## src/rtl/decoder32_pkg.sv

```systemverilog
// Shared definitions for decoder32 and the blocks that drive its index input.
package decoder32_pkg;
  localparam int N_OUT = 32;
  localparam int IDX_W = 5;
  localparam logic [IDX_W-1:0] IDX_MAX = 5'(N_OUT - 1);

  typedef enum logic [1:0] {
    MODE_SINGLE_UP = 2'b00,
    MODE_WRAP      = 2'b01,
    MODE_PINGPONG  = 2'b10,
    MODE_SINGLE_DN = 2'b11
  } mode_e;

  typedef enum logic {
    ST_IDLE = 1'b0,
    ST_RUN  = 1'b1
  } state_e;
endpackage

```

## src/rtl/decoder32_scan_ctrl_tick_gen.sv

```systemverilog
// Programmable step-rate divider: tick is high for one cycle every div_q+1 cycles.
module scan_tick_gen #(
  parameter int DIV_W = 16
) (
  input  logic             CLK,
  input  logic             RST,
  input  logic             clear,
  input  logic [DIV_W-1:0] div_q,
  output logic             tick
);
  logic [DIV_W-1:0] cnt;

  assign tick = (cnt == div_q);

  always_ff @(posedge CLK) begin
    if (RST || clear || tick) cnt <= '0;
    else                      cnt <= cnt + 1'b1;
  end
endmodule

```

## src/rtl/decoder32_scan_ctrl.sv

```systemverilog
// Index sequencer for decoder32: single up/down, wrapping and ping-pong sweeps
// at a programmable hold rate, with START/STOP control and a DONE pulse.
module decoder32_scan_ctrl
  import decoder32_pkg::*;
#(
  parameter int DIV_W = 16
) (
  input  logic             CLK,
  input  logic             RST,
  input  logic             START,
  input  logic             STOP,
  input  logic [1:0]       MODE,
  input  logic [DIV_W-1:0] DIV,
  output logic [IDX_W-1:0] INDEX,
  output logic             VALID,
  output logic             BUSY,
  output logic             DIR,
  output logic             DONE
);
  state_e           state, state_nx;
  mode_e            mode_q, mode_nx;
  logic [DIV_W-1:0] div_q, div_nx;
  logic [IDX_W-1:0] index_nx;
  logic             dir_nx, done_nx, tick;

  // Divider is held at zero outside RUN so every sweep starts on a full period.
  scan_tick_gen #(.DIV_W(DIV_W)) u_tick (
    .CLK   (CLK),
    .RST   (RST),
    .clear (state != ST_RUN),
    .div_q (div_q),
    .tick  (tick)
  );

  assign VALID = (state == ST_RUN);
  assign BUSY  = VALID;

  always_comb begin
    state_nx = state;
    mode_nx  = mode_q;
    div_nx   = div_q;
    index_nx = INDEX;
    dir_nx   = DIR;
    done_nx  = 1'b0;
    case (state)
      ST_IDLE: begin
        if (START && !STOP) begin
          state_nx = ST_RUN;
          mode_nx  = mode_e'(MODE);
          div_nx   = DIV;
          if (mode_e'(MODE) == MODE_SINGLE_DN) begin
            index_nx = IDX_MAX;
            dir_nx   = 1'b1;
          end else begin
            index_nx = '0;
            dir_nx   = 1'b0;
          end
        end
      end
      ST_RUN: begin
        if (STOP) begin
          state_nx = ST_IDLE;
        end else if (tick) begin
          case (mode_q)
            MODE_SINGLE_UP: begin
              if (INDEX == IDX_MAX) begin
                state_nx = ST_IDLE;
                done_nx  = 1'b1;
              end else index_nx = INDEX + 1'b1;
            end
            MODE_SINGLE_DN: begin
              if (INDEX == '0) begin
                state_nx = ST_IDLE;
                done_nx  = 1'b1;
              end else index_nx = INDEX - 1'b1;
            end
            MODE_WRAP: index_nx = INDEX + 1'b1;
            MODE_PINGPONG: begin
              // Turn around immediately so endpoints are shown for one period only.
              if (!DIR) begin
                if (INDEX == IDX_MAX) begin
                  dir_nx   = 1'b1;
                  index_nx = IDX_MAX - 1'b1;
                end else index_nx = INDEX + 1'b1;
              end else begin
                if (INDEX == '0) begin
                  dir_nx   = 1'b0;
                  index_nx = 5'd1;
                end else index_nx = INDEX - 1'b1;
              end
            end
            default: ;
          endcase
        end
      end
      default: state_nx = ST_IDLE;
    endcase
  end

  always_ff @(posedge CLK) begin
    if (RST) begin
      state  <= ST_IDLE;
      mode_q <= MODE_SINGLE_UP;
      div_q  <= '0;
      INDEX  <= '0;
      DIR    <= 1'b0;
      DONE   <= 1'b0;
    end else begin
      state  <= state_nx;
      mode_q <= mode_nx;
      div_q  <= div_nx;
      INDEX  <= index_nx;
      DIR    <= dir_nx;
      DONE   <= done_nx;
    end
  end
endmodule

```

## config.mk

```make
export PLATFORM = sky130hd
export DESIGN_NAME = decoder32_scan_ctrl
export DESIGN_NICKNAME = d
export VERILOG_FILES = /design/src/rtl/decoder32_pkg.sv /design/src/rtl/decoder32_scan_ctrl_tick_gen.sv /design/src/rtl/decoder32_scan_ctrl.sv
export SDC_FILE = /design/constraint.sdc
export NUM_CORES = 1
export LEC_CHECK = 0
export CORE_MARGIN = 2
export CORE_UTILIZATION = 45
export DETAILED_ROUTE_END_ITERATION = 16
export PLACE_DENSITY = 0.68
export SLEW_MARGIN = 15
export SYNTH_ARGS = -nofsm -noshare
export SYNTH_HDL_FRONTEND = slang
export SYNTH_SLANG_ARGS = --single-unit
```

## constraint.sdc

```tcl
create_clock -name CLK -period 2.5 [get_ports CLK]
set_clock_uncertainty 0.2 [all_clocks]
set_input_delay 0.375 -clock CLK [delete_from_list [all_inputs] [get_ports CLK]]
set_output_delay 0.375 -clock CLK [all_outputs]
set_load 0.03 [all_outputs]
```

==> flow_metrics.py <==
metrics = {
    "clocking": {
        "clkSinkCount": 42,
        "clock_insertion_delay_worst_skew_ps": 300,
        "cts_hold_buf": 0,
        "clk_pin_slew_worst_paths_ps": 70,
        "cts_max_level": 2,
        "postCtsSetupBuffers": 0,
        "cts_made_buffers": 5,
        "postCtsResizedCells": 0,
        "cts_root_buf": "clkbuf_8",
        "clock_path_buffers": 2,
        "cts_tree": "done",
    },
    "die": {
        "core_area_um2": 4790,
        "ioPinCount": 31,
        "die_h_um": 75.0,
        "rows": 25,
        "die_w_um": 75.0,
        "die-area_um2": 5630,
        "start_util_pct": 47.5,
    },
    "global_routing": {
        "grt_max_degree": 23,
        "first_global_vias": 1783,
        "grt_pass1_wl_um": 8650,
        "antenna_found_initial": 0,
        "grt-ovfl-total": 0,
        "track_usage_pct": 20.4,
    },
    "layout": {
        "nets": 330,
        "mostFrequentLayoutCells": "nand2_1 (46), dfxtp_1 (42), clkdlybuf4s50_1 (30)",
        "post-route-cell-area_um2": 2740,
        "fillCellCount": 463,
        "syn2layout_area_growth_pct": 20.5,
        "ff_latch_area_um2": 841,
        "layout_commonest_cell": "nand2_1",
        "diodes": 0,
        "multi_input_area_um2": 1330,
        "drive_above_1_share_pct": 9.67,
        "post-route-util_pct": 57.2,
    },
    "synthesis": {
        "ys_seq_elements": 42,
        "synth-xor-area-share_pct": 15.2,
        "syn_nets": 297,
        "syn-cell-area_um2": 2270,
        "synth_cell_types": 46,
        "ys_warn_count": 0,
        "syn_inst": 266,
        "synth_top_family_by_area": "simple AND/OR/NAND/NOR gates",
        "synth_seq_area_share_pct": 37.0,
        "avgSynthCellArea_um2": 8.54,
        "synth_edf_count": 0,
        "muxShareOfSynthArea_pct": 0.441,
        "synth_ff_type": "dfxtp_1",
        "synth_fa_ha_area_share_pct": 4.96,
        "async_reset_ff_share_pct": 0,
        "synthSimpleGateAreaFrac_pct": 23.2,
        "synth_compound_area_share_pct": 14.7,
    },
    "timing": {
        "fmax_ghz": 0.455,
        "min_period_ps": 2200,
        "slew_viol_final": 0,
        "setup_ws_ps": 302,
        "period_share_pct": 87.9,
        "tightest_slew_ps": 421,
        "grt_setup_unrepaired": "no",
        "fin_tns_setup_ps": 0,
        "finalHoldViolations": 0,
        "setup_violations": 0,
        "maxSlewHeadroom_pct": 71.9,
    },
    "power_and_ir_drop": {
        "p_int_uw": 1020,
        "pwr-share-comb_pct": 16.4,
        "power.density_nw_per_um2": 506,
        "swShare_pct": 26.3,
        "pwr-share-clk_pct": 32.3,
        "pwr-share-seq_pct": 51.3,
        "p_leak_uw": 0.000956,
        "peakVddDrop_mv": 0.284,
        "power_uw": 1380,
        "p_switching_uw": 364,
    },
    "worst_setup_path": {
        "slowest_delay_ps": 750,
        "worstSetupPathType": "register to output port",
        "cp-end-kind": "output port",
        "crit_chain": "clkdlybuf4s50_1",
        "cp.arrival_ps": 1620,
        "crit_fanout": 10,
        "cp_top_family": "buffers and inverters",
        "crit_slowest_cell": "clkdlybuf4s50_1",
        "worstPathRequired_ps": 1920,
        "startpoint_type": "register",
        "crit_buf_inv": 1,
    },
    "placed_design": {
        "io_buffers": 30,
        "place_hpwl_um": 3770,
        "place.gp.congestion": 0.922,
        "post_dp_cell_area_um2": 2650,
        "pre_cts_slack_ps": 350,
    },
    "run_status": {
        "status": "completed",
    },
    "drt": {
        "drtIter0Drc": 82,
        "antenna_left": 0,
        "vias": 1950,
        "routedWlPerCell_um": 13.9,
        "routed_via_density": 5.31,
        "drc": 0,
        "wirelength_um": 5090,
        "drtPass1Iterations": 5,
    },
    "run": {
        "cap_violations": 0,
    },
    "hold_path": {
        "min_path_type": "register to register",
    },
}
kinds of logic (layout without fill, tap and decap cells):
kind of cell	after synthesis	count (layout)
buffers and inverters	22	56
AO/OA/AOI/OAI	50	50
adder cells (fa/ha/maj)	9	9
flip-flops	42	42
XOR/XNOR	35	35
multiplexers	1	1
AND/OR/NAND/NOR	107	107
synth_stat cells, types with 3 or more instances:
master / n / area, um^2
inv_1: 10 / 37.5
ha_1: 9 / 113
and4_1: 3 / 26.3
clkbuf_1: 3 / 11.3
nand2_1: 46 / 173
xor2_1: 10 / 87.6
nand3_1: 8 / 40.0
o211ai_1: 3 / 22.5
o21ai_1: 3 / 15.0
a21oi_1: 24 / 120
o21ai_0: 4 / 20.0
xnor2_1: 20 / 175
nand4_1: 4 / 25.0
xnor2_2: 5 / 81.3
nor3_1: 5 / 25.0
a221oi_1: 3 / 26.3
dfxtp_1: 42 / 841
a211oi_1: 3 / 22.5
nor2_1: 22 / 82.6
and3_1: 5 / 31.3
stage by stage:
stage          hold WS, ps  instances
2_1_floorplan          248        266
6_report               268        367
4_1_cts                273        367
3_3_place_gp           258        359
3_5_place_dp           262        359
5_1_grt                291        367
power by group through the flow:
stage          registers [uW]  clock network (uW)  logic [uW]
2_1_floorplan             729                   0         134
3_3_place_gp              724                   0         224
3_5_place_dp              725                   0         225
4_1_cts                   709                 459         226
5_1_grt                   712                 489         249
6_report                  710                 447         227
layout make-up:
type | count | share of cell area, %
clock buffers | 7 | 3.16
repair buffers | 37 | 12.9
flip-flops and latches | 42 | 30.7
multi-input cells | 202 | 48.5
inverters | 11 | 1.51
clock inverters | 1 | 0.183
well taps | 67 | 3.06
state kept, by name, summed over array words and instances (netlist names):
name and count:
DONE 1, BUSY 1, u_tick.cnt 16, INDEX 5, div_q 16, DIR 1, mode_q 2
path summary, 6_finish.rpt:
check            start         to  slack, ps  depth (start not counted)
max               BUSY       BUSY        300                          1
min          div_q[12]  div_q[12]        270                          2
max reg2reg   INDEX[0]   INDEX[3]        320                          7
min reg2reg  div_q[12]  div_q[12]        270                          2
metal layers:
metal	vias up	global-route usage [%]	routed length (um)
li1	981	-	-
met1	884	30.2	2500
met2	79	28.8	2110
met3	6	6.29	428
met4	0	4.76	50
met5	-	0	0
Power figures use the tool's default switching activity.
